`src/rtl/run_monitor.sv`:
```
// ---------------------------------------------------------------------------
// run_monitor
//   Tracks one program run: counts cycles and retired instructions from start
//   until a halt has drained (or the watchdog trips). After that it parks in
//   DONE with frozen statistics until reset.
//
//   State table
//     IDLE  | waiting for start, counters held at 0
//     RUN   | counting cycles and retires, watching for halt
//     DRAIN | halt seen, letting in-flight instructions retire
//     DONE  | statistics frozen, o_stat_control high
//
// Ports
//   i_clk                  system clock, rising edge
//   i_rst                  asynchronous active-high reset
//   i_start                level, starts a run while in IDLE
//   i_retire               one instruction retired this cycle
//   i_halt                 halt instruction decoded this cycle
//   o_number_instructions  retired-instruction count (saturating)
//   o_number_cycles        cycles spent in RUN and DRAIN (saturating)
//   o_stat_control         high while in DONE
//   o_timeout              run ended by the watchdog rather than by halt
//   o_running              high in RUN or DRAIN
// ---------------------------------------------------------------------------
module run_monitor #(
  parameter int unsigned WIDTH        = 32,
  parameter int unsigned DRAIN_CYCLES = 4,
  parameter logic [31:0] MAX_CYCLES   = 32'hFFFF_FFFF
) (
  input  logic             i_clk,
  input  logic             i_rst,
  input  logic             i_start,
  input  logic             i_retire,
  input  logic             i_halt,
  output logic [WIDTH-1:0] o_number_instructions,
  output logic [WIDTH-1:0] o_number_cycles,
  output logic             o_stat_control,
  output logic             o_timeout,
  output logic             o_running
);

  localparam logic [1:0] S_IDLE  = 2'd0;
  localparam logic [1:0] S_RUN   = 2'd1;
  localparam logic [1:0] S_DRAIN = 2'd2;
  localparam logic [1:0] S_DONE  = 2'd3;

  // Watchdog compares in 64 bits so any WIDTH / MAX_CYCLES pairing works;
  // a limit beyond the counter range simply never fires.
  localparam logic [63:0] LIMIT_M1   = {32'd0, MAX_CYCLES} - 64'd1;
  localparam logic [7:0]  DRAIN_LOAD = 8'(DRAIN_CYCLES - 1);

  logic [1:0]       r_state;
  logic [WIDTH-1:0] r_instr;
  logic [WIDTH-1:0] r_cycles;
  logic [7:0]       r_drain;
  logic             r_stat_control;
  logic             r_timeout;
  logic             r_running;

  logic [1:0]  w_next_state;
  logic [63:0] w_cycles_ext;
  logic        w_cycles_sat;
  logic        w_instr_sat;
  logic        w_at_limit;
  logic        w_wdog;

  assign w_cycles_ext = 64'(r_cycles);
  assign w_cycles_sat = &r_cycles;
  assign w_instr_sat  = &r_instr;
  // Only trips when the count would actually advance past the limit.
  assign w_at_limit   = (w_cycles_ext == LIMIT_M1) && !w_cycles_sat;

  always_comb begin
    w_next_state = r_state;
    w_wdog       = 1'b0;
    case (r_state)
      S_IDLE: begin
        if (i_start) w_next_state = S_RUN;
      end
      S_RUN: begin
        if (w_at_limit) begin
          w_wdog       = 1'b1;
          w_next_state = S_DONE;
        end else if (i_halt) begin
          w_next_state = S_DRAIN;
        end
      end
      S_DRAIN: begin
        if (w_at_limit) begin
          w_wdog       = 1'b1;
          w_next_state = S_DONE;
        end else if (r_drain == 8'd0) begin
          w_next_state = S_DONE;
        end
      end
      default: w_next_state = S_DONE;
    endcase
  end

  always_ff @(posedge i_clk or posedge i_rst) begin
    if (i_rst) begin
      r_state        <= S_IDLE;
      r_instr        <= '0;
      r_cycles       <= '0;
      r_drain        <= 8'd0;
      r_stat_control <= 1'b0;
      r_timeout      <= 1'b0;
      r_running      <= 1'b0;
    end else begin
      r_state        <= w_next_state;
      r_running      <= (w_next_state == S_RUN) || (w_next_state == S_DRAIN);
      r_stat_control <= (w_next_state == S_DONE);
      if (w_wdog) r_timeout <= 1'b1;

      case (r_state)
        S_IDLE: begin
          r_instr  <= '0;
          r_cycles <= '0;
          r_drain  <= 8'd0;
        end
        S_RUN, S_DRAIN: begin
          if (!w_cycles_sat)           r_cycles <= r_cycles + 1'b1;
          if (i_retire && !w_instr_sat) r_instr  <= r_instr + 1'b1;
          if (r_state == S_RUN) begin
            if (i_halt && !w_at_limit) r_drain <= DRAIN_LOAD;
          end else if (r_drain != 8'd0) begin
            r_drain <= r_drain - 8'd1;
          end
        end
        default: ;
      endcase
    end
  end

  assign o_number_instructions = r_instr;
  assign o_number_cycles       = r_cycles;
  assign o_stat_control        = r_stat_control;
  assign o_timeout             = r_timeout;
  assign o_running             = r_running;

endmodule

```
`config.mk`:
```
export PLATFORM = sky130hd
export DESIGN_NAME = run_monitor
export DESIGN_NICKNAME = d
export VERILOG_FILES = /design/src/rtl/run_monitor.sv
export SDC_FILE = /design/constraint.sdc
export NUM_CORES = 1
export LEC_CHECK = 0
export ABC_AREA = 1
export CORE_ASPECT_RATIO = 1.75
export CORE_MARGIN = 2
export CORE_UTILIZATION = 45
export CTS_CLUSTER_SIZE = 24
export DETAILED_ROUTE_END_ITERATION = 6
export PLACE_DENSITY_LB_ADDON = 0.08
export SYNTH_ARGS = -nofsm -noshare
export SYNTH_HDL_FRONTEND = slang
export SYNTH_SLANG_ARGS = --single-unit
```
`constraint.sdc`:
```
create_clock -name i_clk -period 4 [get_ports i_clk]
set_input_delay 0.6 -clock i_clk [delete_from_list [all_inputs] [get_ports i_clk]]
set_output_delay 0.6 -clock i_clk [all_outputs]
set_load 0.05 [all_outputs]
```
Word-level counts from Yosys, hierarchy flattened
Cells that the tools add are included.
{ "word_totals": {"mem_count": 0, "mem_bits_rw": 0, "reg_bits": 77, "romBits": 0, "inputBits": 5, "out_inout_bits": 67, "latch_bits": 0} }
{ "op_classes": {"bitwise": 0, "shifts": 0, "magnitude_cmp": 0, "reduce_logical": 17, "n_mux": 16, "n_div": 0, "mul": 0, "eq_ne": 10, "add_sub_neg": 3} }
{ "op_table": {"columns": ["cell", "n"], "rows": [
  ["32-bit one-hot mux with 2 select lines", 2],
  ["32-bit by 1-bit adder with 32-bit output, second input constant", 2],
  ["32-bit two-way mux", 2],
  ["32-bit AND reduction", 2],
  ["32-bit == test, second input constant", 1],
  ["8-bit two-way mux", 3],
  ["8-bit one-hot mux with 2 select lines", 1],
  ["2-bit two-way mux", 5],
  ["8-bit logical NOT", 1],
  ["8-bit nonzero test", 1],
  ["8-bit by 1-bit subtractor with 8-bit output, second input constant", 1],
  ["2-bit == test, second input constant", 3],
  ["2-bit one-hot mux with 3 select lines", 1],
  ["2-bit by 1-bit == test with 1-bit output, second input constant", 2],
  ["2-bit AND reduction", 2],
  ["1-bit logical AND", 3],
  ["1-bit logical NOT", 3],
  ["3-bit by 1-bit inequality test with 1-bit output, second input constant", 1],
  ["3-bit by 2-bit inequality test with 1-bit output, second input constant", 1],
  ["3-bit AND reduction", 1],
  ["2-bit logical NOT", 1],
  ["1-bit two-way mux", 2],
  ["2-bit by 1-bit inequality test with 1-bit output, second input constant", 1],
  ["2-bit inequality test, second input constant", 1],
  ["other kinds (3)", 3]
]} }

Depth between registers and ports, before layout
{ "logic_depth": {"depth_word": 8, "ltp_mapped": 13} }

Worst setup path after synthesis
Ideal clock, no wire load.
{ "synth_timing": {"path_kind": "register -> register", "start": "reg r_cycles[1], in the netlist o_number_cycles[1]", "end": "reg r_cycles[15], in the netlist o_number_cycles[15]", "path_stages_with_launch": 12, "period_less_slack_ns": 2.104, "t_arrival_ns": 1.986, "n_path_buf": 1, "required_ns": 3.882, "setup_slack_ns": 1.896, "path_cell_list": "dfrtp_1 > ha_1 > inv_2 > nor2_4 > nand2_2 > nor2_4 > nand2_2 > nand2_4 > nand2_2 > buf_6 > nand3_1 > nand2_1"} }
{ "synth_between": {"elab_chain_len": 3, "elab_cells_between_ends": 6, "cone_classes": "add/sub: 1; eq/ne: 1; mux: 2; reduce/logical: 2"} }
{ "synth_lines": {"columns": ["item", "line", "source"], "rows": [
  ["from (decl)", "54", "logic [WIDTH-1:0] r_cycles;"],
  ["from (signal assigned)", "122", "if (!w_cycles_sat) r_cycles <= r_cycles + 1'b1;"],
  ["32-bit by 1-bit adder with 32-bit output / 32-bit AND reduction (equally long branches)", "122, 68", null],
  ["32-bit two-way mux / 2-bit inequality test (equally long branches)", null, null],
  ["32-bit one-hot mux with 2 select lines / 2-bit AND reduction (equally long branches)", null, null]
]} }
Parallel ways exist; a longest one is shown, timed or not. The select of a mux whose other input is x is not followed.
A chain may end at the register's enable or synchronous reset.

Worst setup path after layout
{ "layout_timing": {"start": "reg r_state[0]", "end": "reg r_instr[25], in the netlist o_number_instructions[25]"} }
{ "layout_between": {"elab_chain_len": 4, "elab_cells_between_ends": 8, "cone_classes": "eq/ne: 3; mux: 1; reduce/logical: 4"} }
{ "layout_lines": {"columns": ["item", "line", "source"], "rows": [
  ["from (decl)", "52", "logic [1:0] r_state;"],
  ["from (signal assigned)", "110", "r_state <= w_next_state;"],
  ["2-bit by 1-bit == test with 1-bit output / 2-bit == test (equally long branches)", "115", "case (r_state)"],
  ["2-bit OR reduction (no line)", null, null],
  ["2-bit by 1-bit inequality test with 1-bit output (no line) / 2-bit nonzero test (equally long branches)", null, null],
  ["2-bit AND reduction (no line)", null, null],
  ["to (signal assigned)", "123", "if (i_retire && !w_instr_sat) r_instr <= r_instr + 1'b1;"],
  ["to (decl)", "53", "logic [WIDTH-1:0] r_instr;"]
]} }
Parallel ways exist; a longest one is shown, timed or not.

==> impl_results.md <==
- Reg2Reg Setup Slack: 0.97 ns
- Critical Path Sink: o_number_instructions[25]$_DFFE_PP0P_
- Hold-fix buffers at CTS: 0
- Compound-gate portion of the synthesized area: 6.82%
- Worst setup path class: flop to flop
- Total congestion overflow: 0
- Share of the synthesized area in the top cell type: 36.6%
- Root Buffer: clkbuf_16
- IO buf count: 71
- I/O Pins: 72
- Total CTS buffers: 9
- Post-DP HPWL: 12,200 um
- Most frequent cells in the layout: 270 x nand2_1, 118 x nor2_1, 81 x nand3_1
- Layout fillers: 1,124
- Crit-path slowest cell: ha_1
- Die extent in x: 85.8 um
- Peak supply drop: 0.317 mV
- # resized after CTS: 0
- Largest net degree at the start of global routing: 40
- Leakage power: 2.59 nW
- Syn nets: 789
- Number of buffers added for setup after CTS: 0
- Clock Pin Slew Worst Setup and Hold Paths: 0.06 ns
- Setup crit end kind: flop
- Vias in the first global route: 5,196
- Worst path required time: 4.25 ns
- Worst-path fanout max: 23
- # clock sinks: 77
- Worst reg2reg startpoint: r_state[0]$_DFF_PP0_
- DR vias: 5,250
- Clock Skew: 0.00619 ns
- HP Class: flop to flop
- Synth async-reset ratio: 100%
- Critical path depth in cells: 6
- Die Footprint: 12,600 sq um
- Register area: 1930 sq um
- Layout area overhead: 20.2%
- Distinct cells, synth: 37
- Fmax: 330 MHz
- Status: complete, but fails checks
- Cell repeated most along the worst path: inv_1
- CP top delay family: adder cells
- DR pass1 iterations: 7
- Unrepaired setup endpoints after global routing: no
- Initial antenna violation count: 0
- Setup TNS: 0 ns
- Critical path startpoint: r_state[0]$_DFF_PP0_
- Period utilization: 75.7%
- Post-synthesis mux area share: 0%
- Final Hold Violating Endpoints: 0
- Cell accounting for the most synthesized area: dfrtp_1
- Initial drt markers: 235
- Sequential fraction of the synthesis area: 36.6%
- DRC violations left: 4
- Final min period: 3.03 ns
- Worst flop-to-flop path endpoint: o_number_instructions[25]$_DFFE_PP0P_
- Final ANT Viol Nets: 0
- Max cap viols: 0
- Total wire length: 15,900 um
- Simple-gate share of the synthesized area: 42.2%
- Max Slew Vio Count: 0
- Most common cell after layout, fill and taps aside: nand2_1
- PwrDens: 492 nW/um^2
- Maximum clock path buffer count: 2
- Site row count: 52
- Initial Util: 45.7%
- Ys Warns: 0
- Buf+Inv Stages, Crit Path: 2
- Number of setup violations in the final report: 0
- Slew HR: 32.2%
- H-tree levels: 3
- Worst-path cell chain: inv_1 -> ha_1 -> nor2_1 -> inv_1 -> nand2_1 -> o21ai_0
- Mapped Cells: 774
- Antenna cells: 0
- Worst hold slack: 0.469 ns
- Layout cells sized above 1: 7.53%
- Core ar.: 11,500 sq um
- Count of state elements after synthesis: 77
- WP data arrival: 3.28 ns
- Die Span Y: 147 um
- Startpoint types: flop
- Wire per inst: 16.2 um
- Final Wtd Congestion: 0.989
- Xor and xnor area share after synthesis: 4.49%
- Worst-margin pin slew: 1.02 ns
- Violated checks: DRC
- FF-to-FF path depth: 6
- Syn Area/Cell: 6.80 sq um
- First-pass GRT wire length: 25,800 um
- Final net count: 860
- Mapped Area: 5270 sq um
- Via density per instance: 5.33
- Largest family of logic cells by synthesized area: simple AND/OR/NAND/NOR gates
- GRT Total Usage: 26.3%
- Area of the multi-input gates: 2940 sq um
- Critical Path Max Stage Delay: 0.94 ns
- Area share of fa/ha/maj cells after synthesis: 2.38%
- Post-synth EDFFs: 0
- CTS tree: built
- Area contributors post-synth: dfrtp_1 37%, nand2_1 19%, nor2_1 8.4%
- Main synth FF type: dfrtp_1
- Skew-Pair Late Insertion Delay: 0.34 ns
[logic make-up after synthesis]
kind of cell / after synthesis
fa+ha+maj: 10
xor+xnor: 27
simple gates: 514
flops: 77
compound gates: 58
buf+inv: 88
[worst min path at each step]
stage | startpoint | endpoint | cells past startpoint
3_3_place_gp | r_drain[7]$_DFFE_PP0P_ | r_drain[7]$_DFFE_PP0P_ | 2
4_1_cts | r_drain[7]$_DFFE_PP0P_ | r_drain[7]$_DFFE_PP0P_ | 2
3_5_place_dp | r_drain[7]$_DFFE_PP0P_ | r_drain[7]$_DFFE_PP0P_ | 2
5_1_grt | r_drain[7]$_DFFE_PP0P_ | r_drain[7]$_DFFE_PP0P_ | 2
6_report | r_drain[7]$_DFFE_PP0P_ | r_drain[7]$_DFFE_PP0P_ | 2
2_1_floorplan | r_drain[7]$_DFFE_PP0P_ | r_drain[7]$_DFFE_PP0P_ | 2
[where the power goes]
part	total, mW	switching [mW]	internal (mW)
logic	1.36	1.02	0.340
clock network	0.779	0.341	0.438
registers	0.978	0.103	0.874
total	3.12	1.46	1.65
[tightest hold or removal path: cells and delay by family, from the launching register on]
kind / cells / cell delay [ns]
and+or+nand+nor: 2 / 0.10
DFF: 1 / 0.34
[layout make-up]
| cell class | instances | share of cell area (%) |
|---|---|---|
| Timing Repair Buffer | 74 | 11.6 |
| Inverter | 74 | 4.41 |
| Multi-Input combinational cell | 609 | 46.5 |
| Sequential cell | 77 | 30.4 |
| Clock inverter | 5 | 0.573 |
| Clock buffer | 11 | 3.83 |
| Tap cell | 135 | 2.67 |
[Yosys cell counts, types with 2 or more instances]
master    instances
o21ai_1          12
nor2_4            4
o21ai_0          23
o21ai_2          14
nor2_2            4
a21oi_1           5
nand3_1          81
inv_2             2
nand4_1           4
xor2_1           14
buf_2             2
nand2_4           3
nand3_2           6
ha_1             10
nand2_2           7
buf_1             2
buf_12            2
xnor2_1          13
nand3b_1          5
dfrtp_1          77
clkbuf_1          3
nand2_1         270
inv_1            72
nor2_1          118
nor3_1            7
buf_4             3
[sequential cells by signal, summed over array words and instances, names as in the netlist]
name                   cells
o_number_cycles           32
o_running                  1
r_drain                    8
o_number_instructions     32
r_state                    2
o_timeout                  1
o_stat_control             1
[metal layers]
layer / routed length, um / part of all wire [%] / global-route usage, % / vias up
met3: 524 / 3.3 / 3.20 / 61
met2: 8450 / 53 / 47.4 / 169
met5: 0 / 0 / 0 / -
li1: - / - / - / 2573
met4: 1030 / 6.5 / 16.4 / 0
met1: 5930 / 37 / 28.3 / 2447
[stage by stage]
stage	cells	worst slack, ns	instance area [sq um]	power [mW]	utilization (%)
after global routing	985	0.764	6330	3.31	55.0
after global placement	969	1.18	6050	2.32	52.6
after floorplan	774	1.43	5270	2.06	-
after CTS	985	1.00	6330	3.14	55.0
after detailed placement	969	1.02	6050	2.35	52.6
final	985	0.971	6330	3.12	55.0
Power figures use the tool's default switching activity.
